==> config.mk <==
export PLATFORM = sky130hd
export DESIGN_NAME = freq_display_flat
export DESIGN_NICKNAME = d
export VERILOG_FILES = /design/src/rtl/freq_display_if.sv /design/src/rtl/freq_display.sv /design/src/flat_wrapper.sv
export SDC_FILE = /design/constraint.sdc
export NUM_CORES = 1
export LEC_CHECK = 0
export CAP_MARGIN = 20
export CELL_PAD_IN_SITES_DETAIL_PLACEMENT = 0
export CELL_PAD_IN_SITES_GLOBAL_PLACEMENT = 1
export CORE_MARGIN = 1.5
export CORE_UTILIZATION = 30
export DETAILED_ROUTE_END_ITERATION = 10
export GPL_ROUTABILITY_DRIVEN = 0
export PLACE_DENSITY_LB_ADDON = 0.12
export SLEW_MARGIN = 20
export SYNTH_ARGS = -nofsm -noshare
export SYNTH_HDL_FRONTEND = slang
export SYNTH_SLANG_ARGS = --single-unit
==> constraint.sdc <==
create_clock -name clk_fs -period 6.42 [get_ports clk_fs]
set_clock_uncertainty 0.1 [all_clocks]
set_input_delay 0.963 -clock clk_fs [delete_from_list [all_inputs] [get_ports clk_fs]]
set_output_delay 0.963 -clock clk_fs [all_outputs]
set_load 0.01 [all_outputs]
==> src/rtl/freq_display_if.sv <==
// Port bundle between the frequency meter result and the display stage.
// The slave side is the display block; the master side feeds data_fx.
interface freq_display_if;
    logic [19:0] data_fx;
    logic [23:0] bcd_out;
    logic        ovf;
    logic        conv_done;
    logic [5:0]  seg_sel;
    logic [7:0]  seg_led;

    modport master (
        output data_fx,
        input  bcd_out, ovf, conv_done, seg_sel, seg_led
    );

    modport slave (
        input  data_fx,
        output bcd_out, ovf, conv_done, seg_sel, seg_led
    );
endinterface

==> src/rtl/freq_display.sv <==
// Frequency display stage: periodic sample, shift-and-add-3 BCD conversion,
// saturation at 999 999 and a six-digit multiplexed seven-segment driver.
module freq_display #(
    parameter logic [25:0] CLK_FS     = 26'd50_000_000,
    parameter logic [15:0] SCAN_DIV   = 16'd50_000,
    parameter logic [25:0] UPDATE_DIV = 26'd25_000_000
) (
    input  logic         clk_fs,
    input  logic         rst_n,
    freq_display_if.slave io
);
    typedef enum logic [1:0] {IDLE, SHIFT, DONE} state_e;

    localparam logic [19:0] BIN_MAX = 20'd999_999;

    state_e      state_q;
    logic [25:0] upd_cnt_q;
    logic [15:0] scan_cnt_q;
    logic [2:0]  dig_q;
    logic [19:0] bin_q;
    logic [23:0] acc_q;
    logic [4:0]  sh_cnt_q;
    logic        ovf_nxt_q;
    logic [23:0] bcd_q;
    logic        ovf_q;
    logic        done_q;
    logic [5:0]  sel_q;
    logic [7:0]  led_q;

    logic        tick_d;
    logic        scan_wrap_d;
    logic [23:0] acc_adj_d;
    logic [5:0]  blank_d;
    logic        run_d;
    logic [3:0]  nib_d;
    logic [5:0]  sel_d;
    logic [7:0]  led_d;

    // Reference clock rate is informational only.
    logic unused_clk_fs;
    assign unused_clk_fs = ^CLK_FS;

    function automatic logic [7:0] seg7(input logic [3:0] d);
        logic [7:0] s;
        case (d)
            4'd0:    s = 8'hC0;
            4'd1:    s = 8'hF9;
            4'd2:    s = 8'hA4;
            4'd3:    s = 8'hB0;
            4'd4:    s = 8'h99;
            4'd5:    s = 8'h92;
            4'd6:    s = 8'h82;
            4'd7:    s = 8'hF8;
            4'd8:    s = 8'h80;
            4'd9:    s = 8'h90;
            default: s = 8'hFF;
        endcase
        return s;
    endfunction

    assign tick_d      = (upd_cnt_q == UPDATE_DIV - 26'd1);
    assign scan_wrap_d = (scan_cnt_q == SCAN_DIV - 16'd1);

    always_comb begin
        acc_adj_d = acc_q;
        for (int k = 0; k < 6; k++) begin
            if (acc_q[4*k +: 4] >= 4'd5) begin
                acc_adj_d[4*k +: 4] = acc_q[4*k +: 4] + 4'd3;
            end
        end
    end

    // Digit k blanks only when it and every more significant digit are zero.
    always_comb begin
        run_d   = 1'b1;
        blank_d = '0;
        for (int k = 5; k >= 1; k--) begin
            run_d      = run_d & (bcd_q[4*k +: 4] == 4'd0);
            blank_d[k] = run_d;
        end
    end

    always_comb begin
        sel_d = ~(6'b000001 << dig_q);
        nib_d = 4'(bcd_q >> {dig_q, 2'b00});
        led_d = (|(blank_d & ~sel_d)) ? 8'hFF : seg7(nib_d);
        if (ovf_q && dig_q == 3'd0) begin
            led_d[7] = 1'b0;
        end
    end

    always_ff @(posedge clk_fs or negedge rst_n) begin
        if (!rst_n) begin
            upd_cnt_q  <= '0;
            scan_cnt_q <= '0;
            dig_q      <= '0;
            sel_q      <= '1;
            led_q      <= '1;
        end else begin
            upd_cnt_q <= tick_d ? '0 : upd_cnt_q + 26'd1;
            if (scan_wrap_d) begin
                scan_cnt_q <= '0;
                dig_q      <= (dig_q == 3'd5) ? 3'd0 : dig_q + 3'd1;
            end else begin
                scan_cnt_q <= scan_cnt_q + 16'd1;
            end
            sel_q <= sel_d;
            led_q <= led_d;
        end
    end

    always_ff @(posedge clk_fs or negedge rst_n) begin
        if (!rst_n) begin
            state_q   <= IDLE;
            bin_q     <= '0;
            acc_q     <= '0;
            sh_cnt_q  <= '0;
            ovf_nxt_q <= 1'b0;
            bcd_q     <= '0;
            ovf_q     <= 1'b0;
            done_q    <= 1'b0;
        end else begin
            done_q <= 1'b0;
            unique case (state_q)
                IDLE: begin
                    if (tick_d) begin
                        if (io.data_fx > BIN_MAX) begin
                            bin_q     <= BIN_MAX;
                            ovf_nxt_q <= 1'b1;
                        end else begin
                            bin_q     <= io.data_fx;
                            ovf_nxt_q <= 1'b0;
                        end
                        acc_q    <= '0;
                        sh_cnt_q <= '0;
                        state_q  <= SHIFT;
                    end
                end
                SHIFT: begin
                    acc_q    <= {acc_adj_d[22:0], bin_q[19]};
                    bin_q    <= {bin_q[18:0], 1'b0};
                    sh_cnt_q <= sh_cnt_q + 5'd1;
                    if (sh_cnt_q == 5'd19) begin
                        state_q <= DONE;
                    end
                end
                DONE: begin
                    bcd_q   <= acc_q;
                    ovf_q   <= ovf_nxt_q;
                    done_q  <= 1'b1;
                    state_q <= IDLE;
                end
                default: state_q <= IDLE;
            endcase
        end
    end

    assign io.bcd_out   = bcd_q;
    assign io.ovf       = ovf_q;
    assign io.conv_done = done_q;
    assign io.seg_sel   = sel_q;
    assign io.seg_led   = led_q;
endmodule

==> src/flat_wrapper.sv <==
// flat-port wrapper written by rule: the top's interface ports become plain ports
module freq_display_flat 
#(
    parameter logic [25:0] CLK_FS     = 26'd50_000_000,
    parameter logic [15:0] SCAN_DIV   = 16'd50_000,
    parameter logic [25:0] UPDATE_DIV = 26'd25_000_000
)
  (clk_fs, rst_n, io_data_fx, io_bcd_out, io_ovf, io_conv_done, io_seg_sel, io_seg_led);
  freq_display_if io_i ();
  input  logic clk_fs;
  input  logic rst_n;
  input wire logic [$bits(io_i.data_fx)-1:0] io_data_fx;
  output wire logic [$bits(io_i.bcd_out)-1:0] io_bcd_out;
  output wire logic [$bits(io_i.ovf)-1:0] io_ovf;
  output wire logic [$bits(io_i.conv_done)-1:0] io_conv_done;
  output wire logic [$bits(io_i.seg_sel)-1:0] io_seg_sel;
  output wire logic [$bits(io_i.seg_led)-1:0] io_seg_led;
  assign io_i.data_fx = io_data_fx;
  assign io_bcd_out = io_i.bcd_out;
  assign io_ovf = io_i.ovf;
  assign io_conv_done = io_i.conv_done;
  assign io_seg_sel = io_i.seg_sel;
  assign io_seg_led = io_i.seg_led;
  freq_display #(.CLK_FS(CLK_FS), .SCAN_DIV(SCAN_DIV), .UPDATE_DIV(UPDATE_DIV)) u_core (.clk_fs(clk_fs), .rst_n(rst_n), .io(io_i));
endmodule
# Word-level counts from Yosys, hierarchy flattened
# Memory sizes are Yosys's and may differ from the RTL's.
# Cells that the tools add are included.
[totals]
reg_bits = 137
rom_bits = 112
output_inout_bits = 40
mem_count = 1
[classes]
add_sub_neg = 10
order_cmp = 7
eq_ne = 8
n_shift = 2
mux = 23
bitwise_logic = 7
n_reduce_logical = 13
[mem_list]
columns = ["name", "depth", "width", "read_ports", "rd_ports_with_merged_regs", "write_ports", "line", "rtl"]
rows = [
  ["(no name shown)", 16, 7, 1, 0, 0, "freq_display.sv:45", "case (d)"],
]
[ops]
columns = ["cell", "n"]
rows = [
  ["24-bit case mux with 2 select lines", 1],
  ["20-bit two-way mux", 2],
  ["20-bit case mux with 2 select lines", 1],
  ["26-bit by 1-bit adder with 26-bit output, second input constant", 1],
  ["26-bit by 25-bit == test with 1-bit output, second input constant", 1],
  ["26-bit two-way mux", 1],
  ["4-bit by 3-bit greater-or-equal comparator with 1-bit output, second input constant", 6],
  ["24-bit two-way mux", 1],
  ["24-bit by 5-bit >> shifter with 4-bit output", 1],
  ["4-bit by 2-bit adder with 4-bit output, second input constant", 5],
  ["20-bit greater-than comparator, second input constant", 1],
  ["4-bit logical NOT", 5],
  ["4-bit two-way mux", 5],
  ["16-bit by 1-bit adder with 16-bit output, second input constant", 1],
  ["16-bit == test, second input constant", 1],
  ["16-bit two-way mux", 1],
  ["6-bit inverter", 2],
  ["5-bit case mux with 2 select lines", 1],
  ["8-bit two-way mux", 1],
  ["6-bit bitwise AND", 1],
  ["3-bit two-way mux", 2],
  ["2-bit AND reduction", 3],
  ["6-bit OR reduction", 1],
  ["1-bit by 3-bit << shifter with 6-bit output, first input constant", 1],
  ["17 further kinds", 24],
]

# Logic depth before layout (Yosys ltp)
# Gate-level depths: netlist of the first run.
[depth]
word_depth = 9
mapped_depth = 10
mapped_depth_nobuf = 8

# Worst setup path before layout of the first run
# OpenSTA, ideal clock, no wires.
[synth_timing]
kind = "input port to flip-flop"
start = "input port io_data_fx[13]"
end = "register u_core.bin_q[14]"
arrival_ns = 2.442
required_time_ns = 6.201
slack_ns = 3.759
cell_stages = 6
n_path_buf = 1
path_cell_list = "or4_1 o21ai_1 a21oi_2 or4_4 buf_6 o21a_1"
[synth_between]
elab_chain_cells = 4
[synth_lines]
columns = ["element", "line", "rtl"]
rows = [
  ["from (decl)", "flat_wrapper.sv:12", "input wire logic [$bits(io_i.data_fx)-1:0] io_data_fx;"],
  ["20-bit greater-than comparator", "freq_display.sv:127", "if (io.data_fx > BIN_MAX) begin"],
  ["20-bit two-way mux", "freq_display.sv:127", ""],
  ["20-bit two-way mux", "freq_display.sv:126", "if (tick_d) begin"],
  ["20-bit case mux with 2 select lines", "freq_display.sv:124", "unique case (state_q)"],
  ["to (signal assigned)", "freq_display.sv:131", "bin_q <= io.data_fx;"],
  ["to (signal assigned)", "freq_display.sv:141", "bin_q <= {bin_q[18:0], 1'b0};"],
  ["to (decl)", "freq_display.sv:20", "logic [19:0] bin_q;"],
]
# No other way between the ends. The select of a mux whose other input is x is not followed.
# A chain may end at the register's enable or synchronous reset.

# Worst setup path in the final report of the first run
[layout_timing]
start = "input port io_data_fx[13]"
end = "register u_core.bin_q[2]"
# The elaborated chain is that of the path after synthesis.

==> run metrics, run 1 <==
final core utilization=37.7%; design area=8220 sq um; fin crit period=2750 ps; Critical R2R Capture=u_core.io.seg_led[4]; P_int=1.55 mW; initial antenna violation count=0; # rows=54; clk_lat worst skew=410 ps; routed length per instance=15.4 um; Critical Path Source Type=input port; number of post-CTS setup repair buffers=0; top_reg_cell synth=dfrtp_1; f_max=363 MHz; Syn Nets=680; Worst Min Path Start=u_core.scan_cnt_q[0]; cell count after synthesis=637; CTS sink count=137; Pre-antenna DRT Iters=6; CP delay by family, top=simple AND/OR/NAND/NOR gates; Setup TNS=0 ps; setup ws final=3670 ps; final wirelength=15300 um; asr flop ratio synth=100%; first-pass GRT wire length=25900 um; total CTS buffers=17; Layout area overhead=23.5%; Post-Syn Area=6660 sq um; non-filler cells, final=992; Slew HR=42.6%; P per Cell Area=238 nW/um^2; FF-to-FF path depth=7; final net count=742; outcome=finished clean; Seq/Total Area, Yosys=51.8%; WHS=378 ps; Comb pwr share=1.9%; Hold Fails Final Rpt=0; H-tree Lvls=4; starting DRC count in detailed routing=234; Max-Cap Viols=0; final global-route overflow total=0; leakage power=3.63 nW; Die Ht=152 um; Yosys reg bits=137; VDD IR max=0.175 mV; CP max-delay cell=or4_1; Routed Antenna Nets=0; layout cells sized above 1=12.2%; Net Sw Power=0.403 mW; RSZ-0062 raised after global routing=false; Avg Cell Area, Syn=10.5 sq um; Cells after DPL=959; Vias per Instance=4.92; core area=21800 sq um; DRC Markers=0; largest net degree at the start of global routing=73; sequential power share=44.2%; Chip Width=152 um; vias in the first global route=4952; TritonCTS clock tree=yes; dpl ws=3230 ps; WP data arrival=2960 ps; CTS resizes=0; Hold Crit Class=flip-flop to flip-flop; CP bufs+invs=1; synth unique cells=56; CTS Buffer Depth=2; Area after DPL=7570 sq um; Clock Power Share=53.9%; Initial Utilization=30.5%; Multi-input gate area=3000 sq um; fin crit share=42.9%; reg-to-reg slack, setup=3770 ps; final setup fails=0; Power, Total=1.95 mW; number of hold-repair buffers added at the cts stage=0; Sw Ratio=20.6%; EDFF count, synth=0; reg-to-reg startpoint=u_core.dig_q[1]; sequence of cells on the critical path=clkdlybuf4s50_1, or4_1, o21ai_1, a21oi_2, or4_4, o21a_1; required time worst endpoint=6630 ps; Worst Path Max Fanout=9; count of input and output buffers=61; Worst-path clk slew=60 ps; IO Pins=62; hold path depth=1; Setup crit end kind=flip-flop; via count=4876; Root Driver=clkbuf_16; Die Area=23100 sq um; fin. max-slew vios=0; Final HPWL DP=10400 um; Worst Hold Path EP=u_core.scan_cnt_q[0]; Yosys Warn Count=0; worst slew pin tran=861 ps; Filler Cell Count=2208; FF+latch area=3450 sq um; ant diodes=0; kind of critical path=input port to flip-flop; CP max stage delay=540 ps; gr usage total=13.7%
power groups by stage:
| stage | registers (mW) | clock network, mW | logic [mW] |
|---|---|---|---|
| final | 0.864 | 1.05 | 0.0371 |
| after global routing | 0.863 | 1.12 | 0.0428 |
| after CTS | 0.864 | 1.08 | 0.0396 |
| after detailed placement | 0.879 | 0 | 0.0393 |
| after global placement | 0.879 | 0 | 0.0389 |
| after floorplan | 0.880 | 0 | 0.00508 |
flip-flops by register name, summed over array words and instances (netlist names), 5 cells and up:
signal	cells
u_core.acc_q	24
u_core.bin_q	20
u_core.io.bcd_out	24
u_core.io.seg_led	8
u_core.io.seg_sel	6
u_core.scan_cnt_q	16
u_core.sh_cnt_q	5
u_core.upd_cnt_q	26
Yosys cell counts (all sizes together), types with 2 or more instances:
cell / count / area (sq um)
clkbuf: 15 / 56.3
mux2: 29 / 327
nor3b: 2 / 15.0
xnor2: 24 / 210
dfrtp: 123 / 3080
dfstp: 14 / 368
nor2b: 4 / 25.0
o21ai: 47 / 235
a211oi: 2 / 15.0
xor2: 21 / 184
o31ai: 7 / 52.6
nor4b: 3 / 32.5
and3: 11 / 68.8
inv: 33 / 124
a2bb2oi: 5 / 43.8
nor4: 6 / 43.8
nand3: 28 / 140
a21o: 2 / 15.0
buf: 9 / 51.3
nand2b: 10 / 62.6
a21oi: 13 / 68.8
and2: 5 / 31.3
or2: 2 / 12.5
nor3: 14 / 70.1
and4: 5 / 43.8
a22oi: 9 / 67.6
or4: 3 / 26.3
nor2: 45 / 169
a22o: 11 / 96.3
ha: 21 / 263
nand4: 11 / 75.1
o22ai: 3 / 18.8
nand2: 63 / 236
mux2i: 18 / 180
o21a: 7 / 52.6
logic make-up after synthesis:
kind of cell / after synthesis / synth area share (%)
AOI/OAI and AO/OA: 116 / 11.2
and+or+nand+nor: 214 / 16.1
muxes: 47 / 7.61
xor gates and xnor gates: 45 / 5.92
adders and majority gates: 21 / 3.95
DFF: 137 / 51.8
buffers and inverters: 57 / 3.48
worst register-to-register path, stage by stage, from the launching register on:
cell     delay, ps
dfrtp_1        840
mux2i_1        270
nor2_1          80
nor3_1         460
ha_1           230
inv_1           40
mux2_2         260
a211o_1        300
worst max-delay path by stage:
stage | from | to | slack (ps) | cells after the start
finish | io_data_fx[13] | u_core.bin_q[2] | 3670 | 6
global route | u_core.dig_q[1] | u_core.io.seg_led[4] | 3600 | 7
CTS | io_data_fx[13] | u_core.bin_q[2] | 3670 | 6
detailed placement | io_data_fx[13] | u_core.bin_q[1] | 3230 | 6
global placement | io_data_fx[13] | u_core.bin_q[14] | 3260 | 6
floorplan | io_data_fx[13] | u_core.bin_q[14] | 3760 | 6
layout make-up:
cell class	count	share of cell area, %
multi-input combinational	443	36.6
tap	280	4.26
clock inverter	11	2.07
clock buffer	21	5.60
inverter	33	1.51
timing repair buffer	67	8.08
sequential	137	41.9
layer usage:
layer | track usage (%) | routed length [um]
met1 | 18.6 | 7440
met5 | 0 | 0
met4 | 5.13 | 240
met3 | 2.80 | 459
met2 | 21.6 | 7140
layout by cell type (no fill, tap or decap), types with 11 or more instances in the layout:
cell type,n
a21oi_1,12
a22o_1,11
and3_1,11
clkbuf_16,17
clkdlybuf4s50_1,60
dfrtp_1,123
dfstp_2,14
ha_1,21
inv_1,33
mux2_2,27
mux2i_1,18
nand2_1,63
nand3_1,28
nor2_1,44
nor3_1,14
o21ai_0,16
o21ai_1,31
xnor2_1,24
xor2_1,21
Note: power is estimated with default switching activity, not from simulation.
==> run 2, diff against run 1 <==
==> constraint.sdc (replaced) <==
create_clock -name clk_fs -period 2.9 [get_ports clk_fs]
set_clock_uncertainty 0.1 [all_clocks]
set_input_delay 0.435 -clock clk_fs [delete_from_list [all_inputs] [get_ports clk_fs]]
set_output_delay 0.435 -clock clk_fs [all_outputs]
set_load 0.01 [all_outputs]
==> run 2 against run 1 <==
Against the previous run: via count decreased by 0.82%; core utilization increased by 0.33 points; clock-buffer cell count increased by 4; power increased by 110%.
==> run metrics, run 2 (synthesis gave the netlist of run 1 again) <==
Hold Crit Class=flip-flop to flip-flop; Chip Width=152 um; initial antenna violation count=0; IO Pins=62; Initial Utilization=30.5%; commonest non-fill, non-tap cell in the layout=dfrtp_1; Vias per Instance=4.83; Pre-antenna DRT Iters=4; reg-to-reg slack, setup=450 ps; gr usage total=13.8%; Net Sw Power=0.874 mW; Sw Ratio=20.8%; Layout area overhead=24.5%; final global-route overflow total=0; Critical Path Source Type=flip-flop; Clock Power Share=52.3%; outcome=finished clean; WP data arrival=2680 ps; fin crit share=84.3%; largest net degree at the start of global routing=48; # rows=54; RSZ-0062 raised after global routing=false; Final HPWL DP=10700 um; WHS=374 ps; first-pass GRT wire length=25700 um; final wirelength=15300 um; layout cells sized above 1=13.3%; VDD IR max=0.372 mV; Setup TNS=0 ps; vias in the first global route=4927; via count=4836; H-tree Lvls=4; Setup crit end kind=flip-flop; Max-Cap Viols=0; Slew HR=49.1%; ant diodes=0; number of hold-repair buffers added at the cts stage=1; kind of critical path=flip-flop to flip-flop; Die Ht=152 um; core area=21800 sq um; fin crit period=2450 ps; Root Driver=clkbuf_16; reg-to-reg startpoint=u_core.dig_q[0]; clk_lat worst skew=410 ps; DRC Markers=0; Biggest register=u_core.upd_cnt_q; required time worst endpoint=3140 ps; count of input and output buffers=61; P_int=3.32 mW; Worst Path Max Fanout=14; number of post-CTS setup repair buffers=0; CTS resizes=0; Die Area=23100 sq um; sequential power share=45.6%; CTS Buffer Depth=2; CTS sink count=137; Cells after DPL=968; P per Cell Area=506 nW/um^2; TritonCTS clock tree=yes; non-filler cells, final=1001; f_max=409 MHz; Hold Fails Final Rpt=0; Critical Path Source=u_core.dig_q[0]; final net count=751; Comb pwr share=2.1%; fin. max-slew vios=0; Routed Antenna Nets=0; flip-flop count of the largest register after layout=26; final setup fails=0; starting DRC count in detailed routing=180; leakage power=3.69 nW; commonest non-fill, non-tap cells in the layout=dfrtp_1 (123), nand2_1 (63), clkdlybuf4s50_1 (60); Worst Min Path Start=u_core.upd_cnt_q[25]; Worst-path clk slew=60 ps; worst slew pin tran=758 ps; total CTS buffers=17; routed length per instance=15.2 um
run 2: cell count changes in the layout (fill, tap and decap cells not counted), moves of 2 or more:
cell,previous run,this run
buf_12,0,2
buf_4,5,12
bufinv_16,4,0
clkbuf_16,17,21
clkinvlp_4,3,0
inv_4,0,2
run 2: through the flow:
step	power [mW]	worst slack [ps]	area, sq um	util (%)
2_1_floorplan	1.96	598	6660	-
3_3_place_gp	2.04	270	7670	35.1
3_5_place_dp	2.04	198	7670	35.1
4_1_cts	4.27	408	8290	38.0
5_1_grt	4.37	238	8290	38.0
6_report	4.20	454	8290	38.0
run 2: area by class of cell:
| type | instances | area (sq um) |
|---|---|---|
| fill | 2146 | 13500 |
| sequential | 137 | 3450 |
| multi-input combinational | 443 | 3000 |
| timing repair buffer | 76 | 752 |
| clock buffer | 25 | 571 |
| tap | 280 | 350 |
| inverter | 33 | 124 |
| clock inverter | 7 | 45.0 |
run 2: path summary, 6_finish.rpt:
check / end / cells after the start
max: u_core.io.seg_led[4] / 7
min: u_core.upd_cnt_q[25] / 1
max reg2reg: u_core.io.seg_led[4] / 7
min reg2reg: u_core.upd_cnt_q[25] / 1
max in group asynchronous: u_core.upd_cnt_q[18] / 3
min in group asynchronous: u_core.io.bcd_out[10] / 2
run 2: worst max-delay path: stages (launching register included):
cell	delay, ps
dfrtp_1	630
or2_1	280
nor2_1	80
nor3_1	440
ha_1	230
inv_1	50
mux2_2	250
a211o_1	300
run 2: routing by layer:
layer	global-route usage (%)	up-vias	share of wire (%)	routed length, um
met2	21.5	74	47	7110
met5	0	-	0	0
met3	2.45	14	3.1	472
li1	-	2370	-	-
met4	5.83	0	1.7	265
met1	18.8	2378	49	7400
run 2: power groups by stage:
stage,Clock (mW),Sequential (mW),Combinational (mW)
after floorplan,0,1.95,0.0112
after global placement,0,1.95,0.0928
after detailed placement,0,1.95,0.0930
after CTS,2.26,1.91,0.0947
after global routing,2.35,1.91,0.103
final,2.19,1.91,0.0896
==> run 3, diff against run 2 <==
==> constraint.sdc (replaced) <==
create_clock -name clk_fs -period 2.2 [get_ports clk_fs]
set_clock_uncertainty 0.1 [all_clocks]
set_input_delay 0.33 -clock clk_fs [delete_from_list [all_inputs] [get_ports clk_fs]]
set_output_delay 0.33 -clock clk_fs [all_outputs]
set_load 0.01 [all_outputs]
==> run 3 against run 2 <==
Against the previous run: sequential share of layout area fell by 1.6 points; maximum frequency rose by 18%; combinational power is 42% higher; largest power group unchanged; highest routed layer unchanged; critical path type unchanged; non-clock buffer count up 42; register-to-register slack worse by 330 ps.
==> run metrics, run 3 (synthesis gave the netlist of run 1 again) <==
Power, Total=5.49 mW; Setup crit end kind=flip-flop; non-filler cells, final=1043; Filler Cell Count=2137; VDD IR max=0.503 mV; final global-route overflow total=0; gr usage total=14.4%; Critical Path Source Type=flip-flop; Worst-path clk slew=60 ps; TritonCTS clock tree=yes; fin crit period=2080 ps; Max-Cap Viols=0; CTS sink count=137; Vias per Instance=4.81; Hold Crit Class=flip-flop to flip-flop; Die Ht=152 um; commonest non-fill, non-tap cells in the layout=dfrtp_1 (121), nand2_1 (63), clkdlybuf4s50_1 (60); H-tree Lvls=4; total CTS buffers=17; initial antenna violation count=0; design area=8640 sq um; starting DRC count in detailed routing=182; fin crit share=94.4%; WHS=368 ps; setup ws final=123 ps; Slew HR=56.7%; largest net degree at the start of global routing=83; final core utilization=39.6%; CTS Buffer Depth=2; first-pass GRT wire length=27000 um; fin. max-slew vios=0; Area after DPL=7990 sq um; Pre-antenna DRT Iters=4; WP data arrival=2320 ps; Chip Width=152 um; final setup fails=0; layout cells sized above 1=18.7%; dpl ws=-280 ps; core area=21800 sq um; Final HPWL DP=11200 um; # rows=54; vias in the first global route=5194; reg-to-reg startpoint=u_core.dig_q[0]; via count=5013; clk_lat worst skew=420 ps; Setup TNS=0 ps; P per Cell Area=635 nW/um^2; outcome=finished clean; Biggest register=u_core.upd_cnt_q; routed length per instance=15.0 um; leakage power=3.90 nW; flip-flop count of the largest register after layout=26; kind of critical path=flip-flop to flip-flop; final net count=793; Initial Utilization=30.5%; Worst Min Path Start=u_core.upd_cnt_q[0]; Die Area=23100 sq um; Layout area overhead=29.8%; IO Pins=62; required time worst endpoint=2440 ps; ant diodes=0; worst slew pin tran=644 ps; commonest non-fill, non-tap cell in the layout=dfrtp_1; final wirelength=15600 um; Root Driver=clkbuf_16; DRC Markers=0; Routed Antenna Nets=0; Critical Path Source=u_core.dig_q[0]; Worst Path Max Fanout=7; count of input and output buffers=61; reg-to-reg slack, setup=120 ps; Cells after DPL=1005; Hold Fails Final Rpt=0; RSZ-0062 raised after global routing=false; f_max=482 MHz
==> run 3: changes by cell type in the layout (fill, tap and decap cells not counted), moves of 2 or more <==
cell and delta:
dfrtp_2 +2, buf_4 +38, bufinv_16 +2, clkbuf_16 -4, dfrtp_1 -2, clkinv_2 +2, clkbuf_1 +2, buf_12 +3
inv_4 -2
==> run 3: worst max-delay path, stage by stage, from the launching register on <==
cell	delay, ps
dfrtp_2	460
mux2_1	370
nand2_1	80
o221ai_1	150
inv_1	110
ha_1	140
inv_1	40
mux2_2	260
a211o_1	300
==> run 3: layout make-up <==
class                           instances  area [sq um]  share of cell area (%)
Tap cell                              280           350                    4.05
Timing Repair Buffer                  118          1110                    12.8
Clock buffer                           24           492                    5.69
Multi-Input combinational cell        443          3030                    35.0
Sequential cell                       137          3450                    39.9
Clock inverter                          8          92.6                    1.07
Inverter                               33           124                    1.43
==> run 3: metal layers <==
metal | vias up | share of wire, % | GRT usage [%]
met5 | - | 0 | 0
met4 | 0 | 1.5 | 4.99
met3 | 18 | 3.0 | 3.02
met2 | 78 | 47 | 22.2
met1 | 2460 | 49 | 20.1
li1 | 2457 | - | -
==> run 3: what timing repair did <==
item	CTS	global route
gates resized for setup	0	7
setup buffers	0	5
hold endpoints to repair	123	0
setup endpoints to repair	0	28
hold buffers	1	0
==> run 3: path summary, 6_finish.rpt <==
| check | to | cells after the start |
|---|---|---|
| max reg2reg | u_core.io.seg_led[4] | 8 |
| max | u_core.io.seg_led[4] | 8 |
| min | u_core.upd_cnt_q[0] | 1 |
| min in group asynchronous | u_core.io.bcd_out[11] | 3 |
| max in group asynchronous | u_core.upd_cnt_q[5] | 3 |
| min reg2reg | u_core.upd_cnt_q[0] | 1 |
==> run 3: power by group <==
group / total [mW] / leakage, nW / internal, mW / switching (mW)
Sequential: 2.52 / 1.76 / 2.52 / 0
Clock: 2.84 / 0.290 / 1.78 / 1.06
Combinational: 0.127 / 1.85 / 0.0564 / 0.0703
